## src/rtl/pix_proc_sched.sv

```systemverilog
// pix_proc_sched: frame scheduler for the colour-reduction pipeline.
// Streams bank-0 words through the pixel processor into bank 1 via a skid FIFO.
//
// Ports:
//   clk, reset        clock, synchronous active-high reset
//   start             one-cycle pulse, begins a frame pass
//   b0_rd_en/addr     bank-0 read strobe and address (registered)
//   proc_addr_in      b0_rd_addr delayed ZBT_LAT cycles, to the processor
//   proc_data/addr    processed word and its address from the processor
//   disp_req/addr     display claim on bank 1 (absolute priority)
//   b1_addr/we/wdata  bank-1 port (registered)
//   busy, done        frame in progress / one-cycle completion pulse
module pix_proc_sched #(
    parameter logic [18:0] NUM_WORDS  = 19'd153600,
    parameter int          ZBT_LAT    = 2,
    parameter int          PROC_LAT   = 1,
    parameter int          FIFO_DEPTH = 8
) (
    input  logic        clk,
    input  logic        reset,
    input  logic        start,
    output logic        b0_rd_en,
    output logic [18:0] b0_rd_addr,
    output logic [18:0] proc_addr_in,
    input  logic [35:0] proc_data,
    input  logic [18:0] proc_addr,
    input  logic        disp_req,
    input  logic [18:0] disp_addr,
    output logic [18:0] b1_addr,
    output logic        b1_we,
    output logic [35:0] b1_wdata,
    output logic        busy,
    output logic        done
);
    localparam int AW = $clog2(FIFO_DEPTH);
    localparam int VL = ZBT_LAT + PROC_LAT;
    localparam logic [19:0] DEPTH_W = 20'(FIFO_DEPTH);
    localparam logic [AW:0] DEPTH_C = (AW+1)'(FIFO_DEPTH);

    typedef enum logic [1:0] {
        S_IDLE,
        S_RUN,
        S_DRAIN,
        S_DONE
    } state_t;

    state_t r_state;
    state_t w_next;

    logic [18:0]   r_issue_cnt;
    logic [18:0]   r_inflight;
    logic          r_b0_rd_en;
    logic [18:0]   r_b0_rd_addr;
    logic [VL-1:0] r_vld;
    logic [18:0]   r_adly [ZBT_LAT];
    logic [54:0]   r_mem  [FIFO_DEPTH];
    logic [AW-1:0] r_wptr;
    logic [AW-1:0] r_rptr;
    logic [AW:0]   r_count;
    logic [18:0]   r_b1_addr;
    logic          r_b1_we;
    logic [35:0]   r_b1_wdata;

    logic          w_issue;
    logic          w_last;
    logic          w_ret;
    logic          w_push;
    logic          w_pop;
    logic          w_empty;
    logic          w_full;
    logic          w_drained;
    logic [19:0]   w_used;

    // Words returning or queued plus reads in flight: bounded by the
    // FIFO depth so a push always finds room.
    assign w_used    = {1'b0, r_inflight} + 20'(r_count);
    assign w_issue   = (r_state == S_RUN) && (w_used < DEPTH_W);
    assign w_last    = (r_issue_cnt == NUM_WORDS - 19'd1);
    assign w_ret     = r_vld[VL-1];
    assign w_empty   = (r_count == '0);
    assign w_full    = (r_count == DEPTH_C);
    assign w_push    = w_ret && !w_full;
    assign w_pop     = !disp_req && !w_empty;
    // The last popped word sits in the bank-1 register during the cycle
    // the FIFO first reads empty; that write completes this cycle, so
    // DONE follows directly.
    assign w_drained = (r_inflight == '0) && w_empty;

    // State register
    always_ff @(posedge clk) begin
        if (reset) begin
            r_state <= S_IDLE;
        end else begin
            r_state <= w_next;
        end
    end

    // Next-state logic
    always_comb begin
        w_next = r_state;
        unique case (r_state)
            S_IDLE:  if (start) w_next = S_RUN;
            S_RUN:   if (w_issue && w_last) w_next = S_DRAIN;
            S_DRAIN: if (w_drained) w_next = S_DONE;
            S_DONE:  w_next = S_IDLE;
            default: w_next = S_IDLE;
        endcase
    end

    // State-derived outputs
    always_comb begin
        busy = (r_state != S_IDLE);
        done = (r_state == S_DONE);
    end

    // Issue path and in-flight accounting
    always_ff @(posedge clk) begin
        if (reset) begin
            r_issue_cnt  <= '0;
            r_inflight   <= '0;
            r_b0_rd_en   <= 1'b0;
            r_b0_rd_addr <= '0;
        end else begin
            if (r_state == S_IDLE && start) begin
                r_issue_cnt <= '0;
            end else if (w_issue && !w_last) begin
                r_issue_cnt <= r_issue_cnt + 19'd1;
            end
            r_b0_rd_en <= w_issue;
            if (w_issue) begin
                r_b0_rd_addr <= r_issue_cnt;
            end
            unique case ({w_issue, w_ret})
                2'b10:   r_inflight <= r_inflight + 19'd1;
                2'b01:   r_inflight <= r_inflight - 19'd1;
                default: r_inflight <= r_inflight;
            endcase
        end
    end

    // Valid and address delay lines
    always_ff @(posedge clk) begin
        if (reset) begin
            r_vld <= '0;
            for (int i = 0; i < ZBT_LAT; i++) begin
                r_adly[i] <= '0;
            end
        end else begin
            r_vld     <= (r_vld << 1) | VL'(r_b0_rd_en);
            r_adly[0] <= r_b0_rd_addr;
            for (int i = 1; i < ZBT_LAT; i++) begin
                r_adly[i] <= r_adly[i-1];
            end
        end
    end

    // Skid FIFO storage
    always_ff @(posedge clk) begin
        if (w_push) begin
            r_mem[r_wptr] <= {proc_addr, proc_data};
        end
    end

    // Skid FIFO pointers
    always_ff @(posedge clk) begin
        if (reset) begin
            r_wptr  <= '0;
            r_rptr  <= '0;
            r_count <= '0;
        end else begin
            if (w_push) r_wptr <= r_wptr + 1'b1;
            if (w_pop)  r_rptr <= r_rptr + 1'b1;
            unique case ({w_push, w_pop})
                2'b10:   r_count <= r_count + 1'b1;
                2'b01:   r_count <= r_count - 1'b1;
                default: r_count <= r_count;
            endcase
        end
    end

    // Bank-1 arbitration, display first
    always_ff @(posedge clk) begin
        if (reset) begin
            r_b1_addr  <= '0;
            r_b1_we    <= 1'b0;
            r_b1_wdata <= '0;
        end else if (disp_req) begin
            r_b1_addr <= disp_addr;
            r_b1_we   <= 1'b0;
        end else if (!w_empty) begin
            r_b1_we                 <= 1'b1;
            {r_b1_addr, r_b1_wdata} <= r_mem[r_rptr];
        end else begin
            r_b1_we <= 1'b0;
        end
    end

    assign b0_rd_en     = r_b0_rd_en;
    assign b0_rd_addr   = r_b0_rd_addr;
    assign proc_addr_in = r_adly[ZBT_LAT-1];
    assign b1_addr      = r_b1_addr;
    assign b1_we        = r_b1_we;
    assign b1_wdata     = r_b1_wdata;

endmodule

```

## config.mk

```make
export PLATFORM = sky130hd
export DESIGN_NAME = pix_proc_sched
export DESIGN_NICKNAME = d
export VERILOG_FILES = /design/src/rtl/pix_proc_sched.sv
export SDC_FILE = /design/constraint.sdc
export NUM_CORES = 1
export LEC_CHECK = 0
export BUFFER_PORTS_ARGS = -buffer_cell sky130_fd_sc_hd__buf_2
export CELL_PAD_IN_SITES_DETAIL_PLACEMENT = 1
export CELL_PAD_IN_SITES_GLOBAL_PLACEMENT = 2
export CORE_MARGIN = 8
export CORE_UTILIZATION = 35
export CTS_CLUSTER_SIZE = 12
export DETAILED_ROUTE_END_ITERATION = 7
export PLACE_DENSITY = 0.76
export SLEW_MARGIN = 25
export SYNTH_ARGS = -nofsm -noshare
export SYNTH_HDL_FRONTEND = slang
export SYNTH_SLANG_ARGS = --single-unit
```

## constraint.sdc

```tcl
create_clock -name clk -period 18.9 [get_ports clk]
set_input_delay 3.78 -clock clk [delete_from_list [all_inputs] [get_ports clk]]
set_output_delay 3.78 -clock clk [all_outputs]
set_load 0.01 [all_outputs]
```

* Yosys cells after proc, flatten, opt, wreduce, memory -nomap -nowiden
Memories as Yosys holds them, arrays and structs flattened. A register that Yosys moved wholly into a read port is not among the register bits. Cells that the tools add are included.
Cells by class: $add $sub $neg 8, magnitude comparators 1, equal/unequal tests 13, mux-type cells 18, bitwise gates (word level) 5, reduce and logical (&&, ||, !) cells 21
Operator list (number):
- $mux 19 | 4
- $add 19x1->19 const B | 2
- $pmux 19 s2 | 1
- $add 19x4->20 | 1
- $lt 20x4->1 const B | 1
- $eq 19x18->1 const B | 1
- $logic_not 19->1 | 1
- $sub 19x1->19 const B | 1
- $eq 2x2->1 const B | 4
- $pmux 2 s4 | 1
- $pmux 4 s2 | 1
- $logic_and 1x1->1 | 7
- $add 3x1->3 const B | 2
- $eq 2x1->1 const B | 3
- $mux 1 | 6
- $mux 2 | 3
- $mux 3 | 2
- $ne 2x2->1 const B | 3
- $reduce_bool 2->1 | 3
- $add 4x1->4 const B | 1
- $eq 4x4->1 const B | 1
- $logic_not 1->1 | 4
- $logic_not 4->1 | 1
- $reduce_or 2->1 | 2
- other kinds (8) | 10
Word-level totals: register bits after elaboration 129, memory bits (writable) 478, bits of input ports 78, output and inout bits 97, word-level logic and storage cells 80, memories kept 2
Memory list:
- r_mem | depth 8, bits a word 55, read ports 1, clocked after Yosys merged registers in 1, wr ports 1, RTL line 56 | logic [54:0] r_mem [FIFO_DEPTH];
- r_adly | depth 2, bits a word 19, read ports 2, clocked after Yosys merged registers in 0, wr ports 2, RTL line 55 | logic [18:0] r_adly [ZBT_LAT];

* Logic depth before layout (Yosys ltp)
Gate-level depths: netlist (run 1).
depth after elaboration 6, gate-level depth with buffers 18, depth with buffers taken out 18

* Worst setup path before layout (run 1)
Ideal clock, no wire load.
path type reg2reg, from register r_count[0], to memory r_mem[0][0], enable pin, setup time 0.604 ns, arrival 6.180 ns, required time 18.296 ns, slack 12.116 ns, cell stages (with the launch flop) 7, path buffers 1, period minus slack after synthesis 6.784 ns, cells stage by stage dfxtp_1 nor3_1 nand2_1 and2_1 clkbuf_1 inv_1 nor4_1
Between the ends: cells in the longest elaborated chain, start to end 5
RTL lines:
- start: declaration | RTL line 59 | logic [AW:0] r_count;
- start signal: assignment | RTL line 174 | 2'b10: r_count <= r_count + 1'b1;
- start signal: assignment | RTL line 175 | 2'b01: r_count <= r_count - 1'b1;
- start signal: assignment | RTL line 176 | default: r_count <= r_count;
- $eq 4x4->1 | RTL line 81 | assign w_full = (r_count == DEPTH_C);
- $logic_not 1->1 | RTL line 82 | assign w_push = w_ret && !w_full;
- $logic_and 1x1->1 | RTL line 82
- $mux 1 | RTL line 159 | if (w_push) begin
- $mux 1 (implied by the code) | RTL line 160 | r_mem[r_wptr] <= {proc_addr, proc_data};
- end: declaration | RTL line 56
Every way passes these cells.

* Worst setup path in the final report (run 1)
from input port disp_req, to register r_count[3]
Between the ends: cells in the longest elaborated chain, start to end 4, elaborated cells between the ends (all ways) 6, those cells by class eq/ne: 2; mux: 1; reduce/logical: 3
RTL lines:
- start: declaration | RTL line 27 | input logic disp_req,
- $logic_not 1->1 * | RTL line 83 | assign w_pop = !disp_req && !w_empty;
- $logic_and 1x1->1 * | RTL line 83
- $eq 2x1->1 or $eq 2x2->1 (tied branches) | RTL line 173 | unique case ({w_push, w_pop})
- $pmux 4 s2 or $reduce_bool 2->1 (tied branches)
Mark *: on every way between the ends. The rest lies on a longest branch, timed or not. A chain may end at the register's enable or synchronous reset.

==> impl_metrics.csv, run 1 <==
group,metric,value,unit
synthesis,synth_enable_flop_cells,440,
timing,final.setup_skew,0.0286,ns
synthesis,synth_seq_cells,610,
timing,rsz0062_at_grt,"false",
power,totalPowerFinal,2.98,mW
timing,period_utilisation_layout,0.317,
route,firstDrtPassIters,4,
floorplan,placementRows,96,
placed_design,portBuffers,174,
route,drc,0,
status,status,"completed",
synthesis,number_of_warnings_issued_by_yosys,0,
worst_setup_path,critical_path.max_fanout,76,
global_routing,gr-total-overflow,0,
finish,sequential_cell_area,16600,um^2
worst_setup_path,crit-reg2reg-launch,"r_count[2]",
timing,final_min_period,6.00,ns
global_routing,grt_pass1_wl,86900,um
worst_setup_path,ff2ff_setup_slack,13.52,ns
synthesis,async_flop_share,0,
worst_setup_path,worst_path_top_cell_family_by_delay,"buffers and inverters",
route,initialDrtViolationCount,694,
floorplan,fp.dieArea,77100,um^2
timing,slew_headroom,0.319,
floorplan,die_height,278,um
power,leakage_power_total,9.29,nW
synthesis,netlist_area,24000,um^2
worst_setup_path,worst-path-buf-inv,2,
timing,final.setup.tns,0,ns
worst_setup_path,crit_arrival,6.52,ns
cts,cts-hold-fix-buffers,0,
global_routing,grt_antenna_before_repair,18,
floorplan,die-width,278,um
worst_setup_path,critical_path.startpoint,"disp_req",
timing,worst_pin_slew,1.02,ns
worst_setup_path,path_cells,"buf_2, nor2_4, buf_4, ha_1, ha_1, a21o_1, a21oi_1, xnor2_1, or3_1, a21oi_1",
placed_design,place.gp.congestion,0.754,
power,p_per_area,107,nW/um^2
synthesis,synth_cells,1518,
route,detail_route.wl_per_cell,21.2,um
worst_setup_path,worstSetupStartpointType,"input pin",
worst_setup_path,critical_path_required,19.42,ns
worst_setup_path,worst_r2r_endpoint,"r_inflight[18]",
route,antenna_violating_nets_post_route,0,
finish,layout_area_growth_over_synthesis,16.5,%
synthesis,synth.yosys.seq_area_share,0.694,
synthesis,synthesis.nets,1630,
cts,tritoncts,"done",
cts,post_cts.repair.setup_buffers,0,
finish,filler_cells_inserted,6829,
cts,clock_latency_reported_for_the_late_side_of_the_worst_skew_pair,0.62,ns
worst_setup_path,critPathCaptureType,"flip-flop",
global_routing,grt_pass1_vias,14500,
timing,timing.fmax,167,MHz
route,routed-via-count,13400,
cts,cts-root-to-sink-buffers,3,
hold_path,timing.hold.worst_path_depth,1,
worst_setup_path,timing.critical_path.slowest_cell_delay,0.67,ns
cts,htree_levels,3,
hold_path,min_to,"r_adly[0][26]",
cts,root_buffer,"sky130_fd_sc_hd__clkbuf_16",
worst_setup_path,reg2reg_depth,17,
finish,share_of_final_layout_standard_cells_stronger_than_drive_strength_1,0.247,
hold_path,min_from,"r_adly[0][7]",
synthesis,yosysUniqueCellTypes,64,
floorplan,placeableCoreArea,68200,um^2
floorplan,start_util,0.351,
finish,multi_input_comb_area,6870,um^2
cts,clkTransAtPathRegs,0.05,ns
route,totalWireLength,55900,um
synthesis,synth_ff_type,"sky130_fd_sc_hd__edfxtp_1",
finish,nets,1801,
cts,numClockSinks,610,
cts,postCtsResizedCells,0,
hold_path,hp_class,"reg2reg",
cts,cts_buffers,69,
finish,finish.utilization,0.409,
route,via_per_inst,5.09,
timing,final-setup-viol-count,0,
job,max_cap_viol_count,0,
timing,timing.final.max_slew_violations,0,
power,irDropWorstVdd,80.9,uV
global_routing,pin_count_of_the_biggest_net_entering_global_routing,78,
worst_setup_path,critical-path-slowest-cell,"sky130_fd_sc_hd__buf_4",
worst_setup_path,timing.setup.critical_path_class,"in2reg",
synthesis,post_synth.cell_area_avg,15.8,um^2
floorplan,io-pin-count,175,
timing,hold_viol_final,0,
placed_design,dp.final_hpwl,32700,um
global_routing,track_usage,0.144,
## per-stage QoR
| stage | worst slack, ns | instances | area, um^2 | hold WS, ns |
|---|---|---|---|---|
| final | 12.90 | 2632 | 27900 | 0.438 |
| after global routing | 12.69 | 2627 | 27900 | 0.456 |
| after CTS | 12.88 | 2622 | 27900 | 0.442 |
| after detailed placement | 12.23 | 2500 | 25700 | 0.428 |
| after global placement | 12.29 | 2500 | 25700 | 0.416 |
| after floorplan | 12.12 | 1518 | 24000 | 0.414 |
## worst register-to-register path, delay by kind of cell, from the launching register on
family | cells | cell delay [ns]
AO/OA/AOI/OAI | 5 | 1.53
adder cells (fa/ha/maj) | 3 | 1.35
AND/OR/NAND/NOR | 6 | 1.03
multiplexers | 3 | 0.98
flip-flops | 1 | 0.37
## sequential cells by signal, indices dropped and copies added, names as in the netlist, named ones only
name         count
r_mem          440
r_adly          38
b1_wdata        36
b0_rd_addr      19
b1_addr         19
r_inflight      19
r_issue_cnt     19
r_count          4
r_rptr           3
r_vld            3
r_wptr           3
r_state          2
b0_rd_en         1
b1_we            1
## Yosys cell counts (11+ instances only)
library cell                 n  area, um^2
sky130_fd_sc_hd__nor2b_1    45         282
sky130_fd_sc_hd__nor3_1     14        70.1
sky130_fd_sc_hd__nor2_1    118         443
sky130_fd_sc_hd__inv_1      25        93.8
sky130_fd_sc_hd__clkbuf_1   54         203
sky130_fd_sc_hd__nand3_1    22         110
sky130_fd_sc_hd__buf_1      14        52.6
sky130_fd_sc_hd__buf_4      19         143
sky130_fd_sc_hd__dfxtp_1   170        3400
sky130_fd_sc_hd__a21o_1     11        82.6
sky130_fd_sc_hd__edfxtp_1  440       13200
sky130_fd_sc_hd__a21oi_1    79         395
sky130_fd_sc_hd__mux2i_1    59         591
sky130_fd_sc_hd__mux4_2    110        2480
sky130_fd_sc_hd__ha_1       32         400
sky130_fd_sc_hd__o21ai_0    21         105
sky130_fd_sc_hd__nand2_1    92         345
sky130_fd_sc_hd__a211oi_1   58         435
sky130_fd_sc_hd__or3_1      12        75.1
## metal layers
metal,global-route usage,vias to the layer above,wire (um)
met5,0,-,63
met4,0.0483,10,1230
met3,0.0377,104,3100
met2,0.249,256,27700
met1,0.174,6823,23800
li1,-,6191,-
## report_power, final
part           switching [mW]  internal, mW
clock                   0.535         0.738
sequential             0.0226          1.45
combinational           0.147        0.0822
## cells by family after synthesis
group	count (synthesis)	share of synthesized area
buffers and inverters	118	0.0220
muxes	171	0.129
adders and majority gates	34	0.0184
AOI/OAI and AO/OA	213	0.0590
DFF	610	0.694
and+or+nand+nor	354	0.0712
xor gates and xnor gates	18	0.00658
## worst max path at each step
stage / to / slack, ns / depth (start not counted)
floorplan: r_mem[0][0] / 12.12 / 6
global placement: r_count[3] / 12.29 / 10
CTS: r_count[3] / 12.88 / 10
global route: r_count[3] / 12.69 / 10
detailed placement: r_count[3] / 12.23 / 10
finish: r_count[3] / 12.90 / 10
## cells in the final DEF (no fill, tap or decap), types with 5 or more instances in the layout
master                      count
sky130_fd_sc_hd__a211oi_1      58
sky130_fd_sc_hd__a21o_1        11
sky130_fd_sc_hd__a21oi_1       79
sky130_fd_sc_hd__and3_1        10
sky130_fd_sc_hd__buf_2        173
sky130_fd_sc_hd__buf_4         19
sky130_fd_sc_hd__clkbuf_1      19
sky130_fd_sc_hd__clkbuf_16     70
sky130_fd_sc_hd__clkbuf_8       6
sky130_fd_sc_hd__clkinv_1       7
sky130_fd_sc_hd__clkinv_2      10
sky130_fd_sc_hd__dfxtp_1      167
sky130_fd_sc_hd__diode_2       10
sky130_fd_sc_hd__edfxtp_1     440
sky130_fd_sc_hd__ha_1          32
sky130_fd_sc_hd__inv_1         25
sky130_fd_sc_hd__mux2i_1       59
sky130_fd_sc_hd__mux4_2       110
sky130_fd_sc_hd__nand2_1       92
sky130_fd_sc_hd__nand3_1       22
sky130_fd_sc_hd__nand4_1        7
sky130_fd_sc_hd__nor2_1       114
sky130_fd_sc_hd__nor2b_1       45
sky130_fd_sc_hd__nor3_1        10
sky130_fd_sc_hd__nor4_1         5
sky130_fd_sc_hd__o21a_1         5
sky130_fd_sc_hd__o21ai_0       21
sky130_fd_sc_hd__o31ai_1       10
sky130_fd_sc_hd__or3_1         12
sky130_fd_sc_hd__or4_1          7
sky130_fd_sc_hd__xnor2_1        8
sky130_fd_sc_hd__xor2_1        10
## final cells by class
cell class | instances | area share
sequential | 610 | 0.596
multi-input combinational | 790 | 0.246
clock buffer | 95 | 0.0683
tap | 882 | 0.0396
timing repair buffer | 193 | 0.0366
clock inverter | 27 | 0.00901
inverter | 25 | 0.00336
antenna | 10 | 0.000897
(Power assumes the default switching activity.)
==> inputs of run 2 (changes only) <==
==> constraint.sdc (replaced) <==
create_clock -name clk -period 5.9 [get_ports clk]
set_input_delay 1.18 -clock clk [delete_from_list [all_inputs] [get_ports clk]]
set_output_delay 1.18 -clock clk [all_outputs]
set_load 0.01 [all_outputs]
==> impl_metrics.csv, run 2 (same netlist as run 1, synthesis figures left out) <==
group,metric,value,unit
status,status,"completed",
cts,root_buffer,"sky130_fd_sc_hd__clkbuf_16",
route,routed-via-count,13400,
worst_setup_path,critPathCaptureType,"flip-flop",
placed_design,portBuffers,174,
cts,clock_latency_reported_for_the_late_side_of_the_worst_skew_pair,0.61,ns
timing,slew_headroom,0.379,
global_routing,grt_pass1_wl,86300,um
power,totalPowerFinal,9.62,mW
worst_setup_path,crit_arrival,5.33,ns
finish,mostFrequentLayoutCells,"440 x sky130_fd_sc_hd__edfxtp_1, 173 x sky130_fd_sc_hd__buf_2, 167 x sky130_fd_sc_hd__dfxtp_1",
job,max_cap_viol_count,0,
cts,cts-hold-fix-buffers,0,
timing,timing.fmax,206,MHz
timing,period_utilisation_layout,0.822,
cts,cts_buffers,69,
worst_setup_path,reg2reg_depth,17,
cts,clkTransAtPathRegs,0.06,ns
timing,final-setup-viol-count,0,
route,antenna_violating_nets_post_route,0,
power,leakage_power_total,9.33,nW
cts,postCtsResizedCells,0,
global_routing,pin_count_of_the_biggest_net_entering_global_routing,77,
placed_design,dp.final_hpwl,32600,um
timing,rsz0062_at_grt,"false",
placed_design,place.gp.congestion,0.725,
cts,htree_levels,3,
route,firstDrtPassIters,5,
power,irDropWorstVdd,239,uV
timing,final_min_period,4.85,ns
finish,multi_input_comb_area,6870,um^2
floorplan,die_height,278,um
floorplan,die-width,278,um
floorplan,placeableCoreArea,68200,um^2
finish,filler_cells_inserted,6863,
timing,fin_hold_ws,0.433,ns
global_routing,gr-total-overflow,0,
timing,final.setup.tns,0,ns
finish,max_ffs_per_register,440,
cts,cts-root-to-sink-buffers,3,
hold_path,min_to,"r_adly[0][24]",
floorplan,placementRows,96,
route,totalWireLength,55800,um
cts,tritoncts,"done",
finish,nets,1805,
floorplan,fp.dieArea,77100,um^2
worst_setup_path,crit-reg2reg-launch,"r_count[2]",
timing,hold_viol_final,0,
route,detail_route.wl_per_cell,21.2,um
hold_path,min_from,"r_adly[0][5]",
finish,sequential_cell_area,16600,um^2
worst_setup_path,critical_path.max_fanout,9,
floorplan,io-pin-count,175,
route,initialDrtViolationCount,656,
hold_path,timing.hold.worst_path_depth,1,
worst_setup_path,critical_path_required,6.38,ns
worst_setup_path,worstSetupStartpointType,"flip-flop",
route,via_per_inst,5.10,
cts,post_cts.repair.setup_buffers,0,
finish,layout_area_growth_over_synthesis,16.9,%
finish,layout_commonest_cell,"sky130_fd_sc_hd__edfxtp_1",
timing,final.setup_skew,0.0387,ns
hold_path,hp_class,"reg2reg",
timing,timing.final.max_slew_violations,0,
worst_setup_path,worst_r2r_endpoint,"r_inflight[18]",
power,p_per_area,344,nW/um^2
worst_setup_path,ff2ff_setup_slack,1.05,ns
global_routing,track_usage,0.142,
global_routing,grt_pass1_vias,14700,
finish,share_of_final_layout_standard_cells_stronger_than_drive_strength_1,0.247,
worst_setup_path,timing.setup.critical_path_class,"reg2reg",
global_routing,grt_antenna_before_repair,13,
finish,max_flop_register,"r_mem",
cts,numClockSinks,610,
route,drc,0,
timing,worst_pin_slew,0.931,ns
floorplan,start_util,0.351,
## run 2: cell types whose count changed in the layout (fill, tap and decap cells not counted), moves of 2 or more
cell,change
sky130_fd_sc_hd__buf_4,+3
sky130_fd_sc_hd__nor4_2,-2
sky130_fd_sc_hd__clkbuf_1,+7
sky130_fd_sc_hd__bufinv_16,+2
sky130_fd_sc_hd__diode_2,-5
sky130_fd_sc_hd__clkinv_1,-2
sky130_fd_sc_hd__clkinv_8,+2
sky130_fd_sc_hd__buf_12,+2
sky130_fd_sc_hd__clkbuf_8,-2
## run 2: worst max-delay path by stage
| stage | endpoint | cells after the start | startpoint |
|---|---|---|---|
| 6_report | r_inflight[18] | 17 | r_count[2] |
| 5_1_grt | r_inflight[18] | 17 | r_count[2] |
| 4_1_cts | r_inflight[18] | 17 | r_count[2] |
| 3_5_place_dp | r_inflight[18] | 17 | r_count[2] |
| 3_3_place_gp | r_inflight[18] | 17 | r_inflight[2] |
| 2_1_floorplan | r_mem[2][0] | 6 | r_count[0] |
## run 2: final cells by class
class | instances | area share
Clock inverter | 26 | 0.0109
Multi-Input combinational cell | 790 | 0.246
Tap cell | 882 | 0.0394
Clock buffer | 100 | 0.0680
Antenna cell | 5 | 0.000447
Inverter | 25 | 0.00335
Sequential cell | 610 | 0.594
Timing Repair Buffer | 197 | 0.0383
## run 2: critical path, stage by stage, from the launching register on
cell and delay [ns]:
sky130_fd_sc_hd__dfxtp_1 0.36, sky130_fd_sc_hd__ha_1 0.32, sky130_fd_sc_hd__and4_1 0.22, sky130_fd_sc_hd__o21ai_2 0.13, sky130_fd_sc_hd__a2111oi_4 0.46, sky130_fd_sc_hd__mux2_1 0.39
sky130_fd_sc_hd__nor2_1 0.16, sky130_fd_sc_hd__nand2_1 0.10, sky130_fd_sc_hd__ha_2 0.26, sky130_fd_sc_hd__ha_1 0.34, sky130_fd_sc_hd__nor2b_1 0.15, sky130_fd_sc_hd__o31a_1 0.28
sky130_fd_sc_hd__o31ai_1 0.31, sky130_fd_sc_hd__and4b_1 0.28, sky130_fd_sc_hd__nor3_1 0.10, sky130_fd_sc_hd__o31ai_1 0.30, sky130_fd_sc_hd__mux2i_1 0.23, sky130_fd_sc_hd__mux2_2 0.34
## run 2: power breakdown
part / switching, mW / internal (mW)
Clock: 1.71 / 2.44
Sequential: 0.0644 / 4.65
Combinational: 0.484 / 0.270
Total: 2.26 / 7.37
## run 2: stage by stage
step / cells / utilization / instance area (um^2) / setup slack [ns]
global placement: 2503 / 0.377 / 25700 / 0.955
CTS: 2630 / 0.410 / 28000 / 0.917
finish: 2635 / 0.410 / 28000 / 1.05
detailed placement: 2504 / 0.378 / 25800 / 0.962
floorplan: 1518 / - / 24000 / 0.588
global route: 2632 / 0.410 / 28000 / 0.633
## run 2: layer usage
metal  vias up  GRT usage  part of all wire
met3        87     0.0358             0.054
met1      6892      0.173              0.42
li1       6198          -                 -
met2       241      0.249              0.51
met4        12     0.0420             0.016
met5         -          0            0.0014
